`src/rtl/fifo_drain_arb_if.sv`:
```
// Source-FIFO read side and output word stream of fifo_drain_arb.
// out_src exists only when DRAIN_SRC_TAG_EN is defined.
interface fifo_drain_arb_if #(
   parameter int C_WIDTH   = 8,
   parameter int C_NUM_SRC = 4
);
   logic [C_NUM_SRC-1:0]         fifo_empty;
   logic [C_NUM_SRC*C_WIDTH-1:0] fifo_data;
   logic [C_NUM_SRC-1:0]         fifo_rd_en;
   logic [C_WIDTH-1:0]           out_data;
   logic                         out_valid;
   logic                         out_ready;
   logic                         busy;
`ifdef DRAIN_SRC_TAG_EN
   logic [$clog2(C_NUM_SRC)-1:0] out_src;

   modport master (
      input  fifo_empty, fifo_data, out_ready,
      output fifo_rd_en, out_data, out_valid, busy, out_src
   );
   modport slave (
      output fifo_empty, fifo_data, out_ready,
      input  fifo_rd_en, out_data, out_valid, busy, out_src
   );
`else
   modport master (
      input  fifo_empty, fifo_data, out_ready,
      output fifo_rd_en, out_data, out_valid, busy
   );
   modport slave (
      output fifo_empty, fifo_data, out_ready,
      input  fifo_rd_en, out_data, out_valid, busy
   );
`endif
endinterface

```
`src/rtl/fifo_drain_arb.sv`:
```
// Round-robin burst arbiter draining C_NUM_SRC zero-when-idle FIFOs into one stream.
// Define DRAIN_SRC_TAG_EN to carry the source index (out_src) alongside each word.
module fifo_drain_arb #(
   parameter int C_WIDTH   = 8,
   parameter int C_NUM_SRC = 4,
   parameter int C_SRC_W   = 2,
   parameter int C_BURST   = 4
) (
   input  logic              clk,
   input  logic              rst,
   fifo_drain_arb_if.master  bus
);
   localparam int C_CNT_W = (C_BURST > 1) ? $clog2(C_BURST) : 1;

   typedef enum logic {IDLE, BURST} state_e;

   state_e               state_q, state_d;
   logic [C_SRC_W-1:0]   gnt_q, gnt_d;
   logic [C_SRC_W-1:0]   rr_ptr_q, rr_ptr_d;
   logic [C_SRC_W-1:0]   infl_src_q, infl_src_d;
   logic [C_CNT_W-1:0]   beat_cnt_q, beat_cnt_d;
   logic                 inflight_q, inflight_d;
   logic [C_WIDTH-1:0]   out_data_q, out_data_d;
   logic                 out_valid_q, out_valid_d;
   logic [C_WIDTH-1:0]   skid_data_q, skid_data_d;
   logic                 skid_valid_q, skid_valid_d;
`ifdef DRAIN_SRC_TAG_EN
   logic [C_SRC_W-1:0]   out_src_q, out_src_d;
   logic [C_SRC_W-1:0]   skid_src_q, skid_src_d;
`endif

   logic [C_NUM_SRC-1:0]   rd_en;
   logic [2*C_NUM_SRC-1:0] avail_dbl;
   logic [C_NUM_SRC-1:0]   avail_rot;
   logic                   found;
   logic [C_SRC_W-1:0]     scan_off;
   logic [C_SRC_W:0]       scan_sum;
   logic [C_SRC_W-1:0]     nxt_src;
   logic [C_SRC_W-1:0]     gnt_inc;
   logic                   xfer;
   logic [1:0]             pend;
   logic                   credit_ok;
   logic                   last_beat;
   logic [C_WIDTH-1:0]     ret_word;

   // Rotate availability so bit 0 is the source at rr_ptr.
   assign avail_dbl = {~bus.fifo_empty, ~bus.fifo_empty};
   assign avail_rot = C_NUM_SRC'(avail_dbl >> rr_ptr_q);

   always_comb begin
      found    = 1'b0;
      scan_off = '0;
      for (int i = 0; i < C_NUM_SRC; i++) begin
         if (!found && avail_rot[i]) begin
            found    = 1'b1;
            scan_off = C_SRC_W'(i);
         end
      end
      scan_sum = {1'b0, rr_ptr_q} + {1'b0, scan_off};
      if (scan_sum >= (C_SRC_W+1)'(C_NUM_SRC)) begin
         scan_sum = scan_sum - (C_SRC_W+1)'(C_NUM_SRC);
      end
      nxt_src = scan_sum[C_SRC_W-1:0];
   end

   assign gnt_inc = (gnt_q == C_SRC_W'(C_NUM_SRC-1)) ? '0 : gnt_q + 1'b1;

   assign xfer      = out_valid_q && bus.out_ready;
   assign pend      = {1'b0, out_valid_q} + {1'b0, skid_valid_q}
                    + {1'b0, inflight_q};
   // Slots already promised (held plus in flight) must leave room for one more.
   assign credit_ok = (pend - {1'b0, xfer}) < 2'd2;
   assign last_beat = (beat_cnt_q == C_CNT_W'(C_BURST-1));
   assign ret_word  = bus.fifo_data[infl_src_q*C_WIDTH +: C_WIDTH];

   always_comb begin
      state_d    = state_q;
      gnt_d      = gnt_q;
      rr_ptr_d   = rr_ptr_q;
      beat_cnt_d = beat_cnt_q;
      rd_en      = '0;
      unique case (state_q)
         IDLE: begin
            if (found) begin
               gnt_d      = nxt_src;
               beat_cnt_d = '0;
               state_d    = BURST;
            end
         end
         BURST: begin
            if (bus.fifo_empty[gnt_q]) begin
               state_d  = IDLE;
               rr_ptr_d = gnt_inc;
            end else if (credit_ok) begin
               rd_en[gnt_q] = 1'b1;
               beat_cnt_d   = beat_cnt_q + 1'b1;
               if (last_beat) begin
                  state_d  = IDLE;
                  rr_ptr_d = gnt_inc;
               end
            end
         end
         default: state_d = IDLE;
      endcase
   end

   assign inflight_d = |rd_en;
   assign infl_src_d = gnt_q;

   always_comb begin
      out_data_d   = out_data_q;
      out_valid_d  = out_valid_q;
      skid_data_d  = skid_data_q;
      skid_valid_d = skid_valid_q;
`ifdef DRAIN_SRC_TAG_EN
      out_src_d    = out_src_q;
      skid_src_d   = skid_src_q;
`endif
      if (xfer) begin
         if (skid_valid_q) begin
            out_data_d   = skid_data_q;
            out_valid_d  = 1'b1;
            skid_data_d  = '0;
            skid_valid_d = 1'b0;
`ifdef DRAIN_SRC_TAG_EN
            out_src_d    = skid_src_q;
            skid_src_d   = '0;
`endif
         end else begin
            out_data_d  = '0;
            out_valid_d = 1'b0;
`ifdef DRAIN_SRC_TAG_EN
            out_src_d   = '0;
`endif
         end
      end
      if (inflight_q) begin
         if (!out_valid_d) begin
            out_data_d  = ret_word;
            out_valid_d = 1'b1;
`ifdef DRAIN_SRC_TAG_EN
            out_src_d   = infl_src_q;
`endif
         end else begin
            skid_data_d  = ret_word;
            skid_valid_d = 1'b1;
`ifdef DRAIN_SRC_TAG_EN
            skid_src_d   = infl_src_q;
`endif
         end
      end
   end

   always_ff @(posedge clk) begin
      if (rst) begin
         state_q      <= IDLE;
         gnt_q        <= '0;
         rr_ptr_q     <= '0;
         infl_src_q   <= '0;
         beat_cnt_q   <= '0;
         inflight_q   <= 1'b0;
         out_data_q   <= '0;
         out_valid_q  <= 1'b0;
         skid_data_q  <= '0;
         skid_valid_q <= 1'b0;
`ifdef DRAIN_SRC_TAG_EN
         out_src_q    <= '0;
         skid_src_q   <= '0;
`endif
      end else begin
         state_q      <= state_d;
         gnt_q        <= gnt_d;
         rr_ptr_q     <= rr_ptr_d;
         infl_src_q   <= infl_src_d;
         beat_cnt_q   <= beat_cnt_d;
         inflight_q   <= inflight_d;
         out_data_q   <= out_data_d;
         out_valid_q  <= out_valid_d;
         skid_data_q  <= skid_data_d;
         skid_valid_q <= skid_valid_d;
`ifdef DRAIN_SRC_TAG_EN
         out_src_q    <= out_src_d;
         skid_src_q   <= skid_src_d;
`endif
      end
   end

   assign bus.fifo_rd_en = rd_en;
   assign bus.out_data   = out_data_q;
   assign bus.out_valid  = out_valid_q;
   assign bus.busy       = (state_q != IDLE) || inflight_q
                        || out_valid_q || skid_valid_q;
`ifdef DRAIN_SRC_TAG_EN
   assign bus.out_src    = out_src_q;
`endif

endmodule

```
`src/flat_wrapper.sv`:
```
// flat-port wrapper written by rule: the top's interface ports become plain ports
module fifo_drain_arb_flat 
#(
   parameter int C_WIDTH   = 8,
   parameter int C_NUM_SRC = 4,
   parameter int C_SRC_W   = 2,
   parameter int C_BURST   = 4
)
  (clk, rst, bus_fifo_empty, bus_fifo_data, bus_out_ready, bus_fifo_rd_en, bus_out_data, bus_out_valid, bus_busy);
  fifo_drain_arb_if #(.C_WIDTH(C_WIDTH), .C_NUM_SRC(C_NUM_SRC)) bus_i ();
  input  logic clk;
  input  logic rst;
  input wire logic [$bits(bus_i.fifo_empty)-1:0] bus_fifo_empty;
  input wire logic [$bits(bus_i.fifo_data)-1:0] bus_fifo_data;
  input wire logic [$bits(bus_i.out_ready)-1:0] bus_out_ready;
  output wire logic [$bits(bus_i.fifo_rd_en)-1:0] bus_fifo_rd_en;
  output wire logic [$bits(bus_i.out_data)-1:0] bus_out_data;
  output wire logic [$bits(bus_i.out_valid)-1:0] bus_out_valid;
  output wire logic [$bits(bus_i.busy)-1:0] bus_busy;
  assign bus_i.fifo_empty = bus_fifo_empty;
  assign bus_i.fifo_data = bus_fifo_data;
  assign bus_i.out_ready = bus_out_ready;
  assign bus_fifo_rd_en = bus_i.fifo_rd_en;
  assign bus_out_data = bus_i.out_data;
  assign bus_out_valid = bus_i.out_valid;
  assign bus_busy = bus_i.busy;
  fifo_drain_arb #(.C_WIDTH(C_WIDTH), .C_NUM_SRC(C_NUM_SRC), .C_SRC_W(C_SRC_W), .C_BURST(C_BURST)) u_core (.clk(clk), .rst(rst), .bus(bus_i));
endmodule
```
`config.mk`:
```
export PLATFORM = sky130hd
export DESIGN_NAME = fifo_drain_arb_flat
export DESIGN_NICKNAME = d
export VERILOG_FILES = /design/src/rtl/fifo_drain_arb_if.sv /design/src/rtl/fifo_drain_arb.sv /design/src/flat_wrapper.sv
export SDC_FILE = /design/constraint.sdc
export NUM_CORES = 1
export LEC_CHECK = 0
export ABC_AREA = 1
export BUFFER_PORTS_ARGS = -buffer_cell sky130_fd_sc_hd__buf_2
export CAP_MARGIN = 40
export CORE_ASPECT_RATIO = 0.8
export CORE_MARGIN = 5
export CORE_UTILIZATION = 30
export CTS_CLUSTER_SIZE = 12
export DETAILED_ROUTE_END_ITERATION = 8
export MAX_ROUTING_LAYER = met4
export PLACE_DENSITY = 0.5
export SLEW_MARGIN = 20
export SYNTH_ARGS = -nofsm -noshare
export SYNTH_HDL_FRONTEND = slang
export SYNTH_SLANG_ARGS = --single-unit
```
`constraint.sdc`:
```
create_clock -name clk -period 2.3 [get_ports clk]
set_input_delay 0.345 -clock clk [delete_from_list [all_inputs] [get_ports clk]]
set_output_delay 0.345 -clock clk [all_outputs]
set_load 0.005 [all_outputs]
```
==> run_results.csv <==
group,metric,value,unit
drt,viasPerCell,4.600,
finish,stdcell_area,2394,µm²
finish,diodes,0,
logic_synthesis,ys_seq_elements,28,
sta,finalSetupViolations,4,
sta,period_needed,2.328,ns
power,powerDensity,930.9,nW/µm²
critical_path,reg2reg_slack,0.14,ns
drt,detail-route-antenna-nets,0,
clock_network,cts_buffers,3,
critical_path,worstSetupStartpointType,"register",
logic_synthesis,synth_top_area_share,32.02,%
sta,max_slew.worst_pin.slew,0.7565,ns
drt,vias,1872,
sta,report.final.slew_viol_count,0,
finish,fill_cells,599,
placement,placed_cell_area,2110,µm²
floorplan,pin_count,53,
finish,nets,377,
power,ir_worst_vdd,0.3226,mV
clock_network,cts_buffer_depth,2,
sta,layout_setup_ws,-0.02805,ns
drt,routedWlPerCell,12.30,µm
sta,finalHoldViolCount,0,
finish,layout-drive-gt1-share,34.35,%
logic_synthesis,yosysTopAreaCell,"dfxtp_1",
global_routing,grt_pass1_vias,1849,
clock_network,cts-root-buf,"clkbuf_8",
drt,drt_iter0_drc,119,
floorplan,core_area,5555,µm²
critical_path,worstPathMaxFanout,5,
logic_synthesis,synth_area,1750,µm²
finish,syn2layout_area_growth,36.74,%
critical_path,critPathRequiredTime,1.96,ns
critical_path,crit_path_end_kind,"primary output",
floorplan,die_x,95.40,µm
finish,final_util,43.09,%
global_routing,grt_max_degree,17,
global_routing,grt_use_total,14.64,%
critical_path,critPathArrivalTime,1.98,ns
floorplan,die_area,7472,µm²
clock_network,h-tree-depth,1,
clock_network,cts_tree,"built",
logic_synthesis,synth_area_per_cell,6.681,µm²
drt,drtPass1Iterations,4,
logic_synthesis,synth_fp_nets,309,
floorplan,fp.dieH,78.32,µm
logic_synthesis,yosysWarnings,0,
placement,place.port_buffers,52,
sta,rsz0062_at_grt,"yes",
floorplan,rows,24,
status,violations,"negative setup slack",
logic_synthesis,synthDistinctLibCells,31,
power,p_leak,1.130,nW
run,cap_violations,0,
min_path,hold_class,"in -> reg",
clock_network,clkLatencyLatePin,0.28,ns
power,finalPower,2.228,mW
drt,drc,0,
logic_synthesis,synth_area_leaders,"dfxtp_1 32%, nand2_1 15%, a21oi_1 7.4%, nor2_1 6.0%, ha_1 5.7%",
global_routing,antenna_found_initial,0,
placement,gp_congestion,0.7760,
critical_path,critical_path_class,"reg -> out",
logic_synthesis,yosysSeqAreaShare,32.02,%
clock_network,clk_pin_slew_worst_paths,0.10,ns
global_routing,grt-ovfl-total,0,
sta,post-route-period-util,101.2,%
global_routing,grt_pass1_wl,8.514,mm
status,status,"finished, violations left",
floorplan,initial_core_util,31.51,%
logic_synthesis,syn_inst,262,
sta,fin_worst_skew,0.002267,ns
placement,dp_hpwl,3.713,mm
clock_network,cts_sinks,28,
sta,fmax,0.4295,GHz
drt,drt_wl_total,5.008,mm
sta,slew_headroom,49.38,%
==> path summary, 6_finish.rpt <==
path,start,endpoint,cells past startpoint
hold / removal,rst,u_core.inflight_q$_SDFF_PP0_,2
hold reg to reg,u_core.skid_data_q[5]$_SDFF_PP0_,u_core.bus.out_data[5]$_SDFF_PP0_,2
setup reg to reg,u_core.bus.out_valid$_SDFF_PP0_,u_core.skid_data_q[2]$_SDFF_PP0_,15
setup / recovery,u_core.bus.out_valid$_SDFF_PP0_,bus_fifo_rd_en[2],10
==> registers in the layout (all words and copies together), names as in the netlist <==
signal                flops
u_core.inflight_q         1
u_core.gnt_q              2
u_core.state_q            1
u_core.infl_src_q         2
u_core.rr_ptr_q           2
u_core.beat_cnt_q         2
u_core.bus.out_data       8
u_core.skid_valid_q       1
u_core.bus.out_valid      1
u_core.skid_data_q        8
==> cell usage after synthesis, drive strengths merged <==
cell and count:
nand4 1, nor3 1, clkinv 1, nand3 22, xnor2 1, nor2 30
buf 7, xor2 1, nand2 73, a32o 4, o41ai 1, ha 8
a21oi 30, o22ai 4, o21ai 16, clkbuf 4, dfxtp 28, inv 24
a211oi 4, nand3b 2
==> kinds of logic after synthesis <==
family	Yosys count	synth area share, %
AND/OR/NAND/NOR	129	32.02
XOR/XNOR	2	1.001
buffers and inverters	36	8.720
flip-flops	28	32.02
AO/OA/AOI/OAI	59	20.51
adder cells (fa/ha/maj)	8	5.719
==> report_power, final <==
| part | internal, mW | switching, mW | total, mW |
|---|---|---|---|
| Combinational | 0.468 | 0.665 | 1.13 |
| Sequential | 0.586 | 0.108 | 0.694 |
| Clock | 0.233 | 0.167 | 0.400 |
==> critical path, cell delays in order, from the launching register on <==
cell	delay, ns
dfxtp_2	0.35
nand2_4	0.08
inv_4	0.04
ha_4	0.24
inv_2	0.03
ha_4	0.21
a21oi_4	0.14
xor2_2	0.20
nand3_2	0.17
nor2_1	0.12
buf_2	0.12
==> final cells by class <==
cell class / count / area, µm² / share of cell area, %
Timing Repair Buffer: 74 / 425.4 / 17.77
Multi-Input combinational cell: 198 / 1140 / 47.62
Sequential cell: 28 / 563.0 / 23.52
Clock buffer: 3 / 41.29 / 1.725
Clock inverter: 1 / 30.03 / 1.255
Inverter: 25 / 96.34 / 4.025
Tap cell: 78 / 97.59 / 4.077
==> metrics by stage <==
| stage | setup slack, ns | TNS [ns] | cells | hold WS [ns] |
|---|---|---|---|---|
| 5_1_grt | -0.1435 | -0.5629 | 407 | 0.4220 |
| 2_1_floorplan | 0.1073 | 0 | 262 | 0.4235 |
| 4_1_cts | -0.1198 | -1.420 | 410 | 0.4163 |
| 3_5_place_dp | -0.07548 | -0.2789 | 389 | 0.4611 |
| 3_3_place_gp | -0.03750 | -0.1403 | 389 | 0.4700 |
| 6_report | -0.02805 | -0.09006 | 407 | 0.4222 |
==> layout by cell type (no fill, tap or decap), drive strengths merged, types with 2 or more instances in the layout <==
master and n:
nor2 30, a211oi 4, buf 74, clkbuf 3, nand3b 2, nand2 73
a21oi 30, nand3 22, o22ai 4, inv 25, a32o 4, dfxtp 28
ha 8, o21ai 16
==> metal layers <==
layer	GRT usage (%)	vias up	share of wire (%)
met3	2.964	9	2.5
met5	-	-	0
met4	3.835	0	1.6
met1	19.78	846	50
met2	22.29	19	45
li1	-	998	-
==> what timing repair did <==
item,4_1_cts,5_1_grt
pin swaps,10,9
setup endpoints to repair,4,18
resized for setup,8,16
hold buffers,0,0
buffers inserted,17,1
Note: power is estimated with default switching activity, not from simulation.
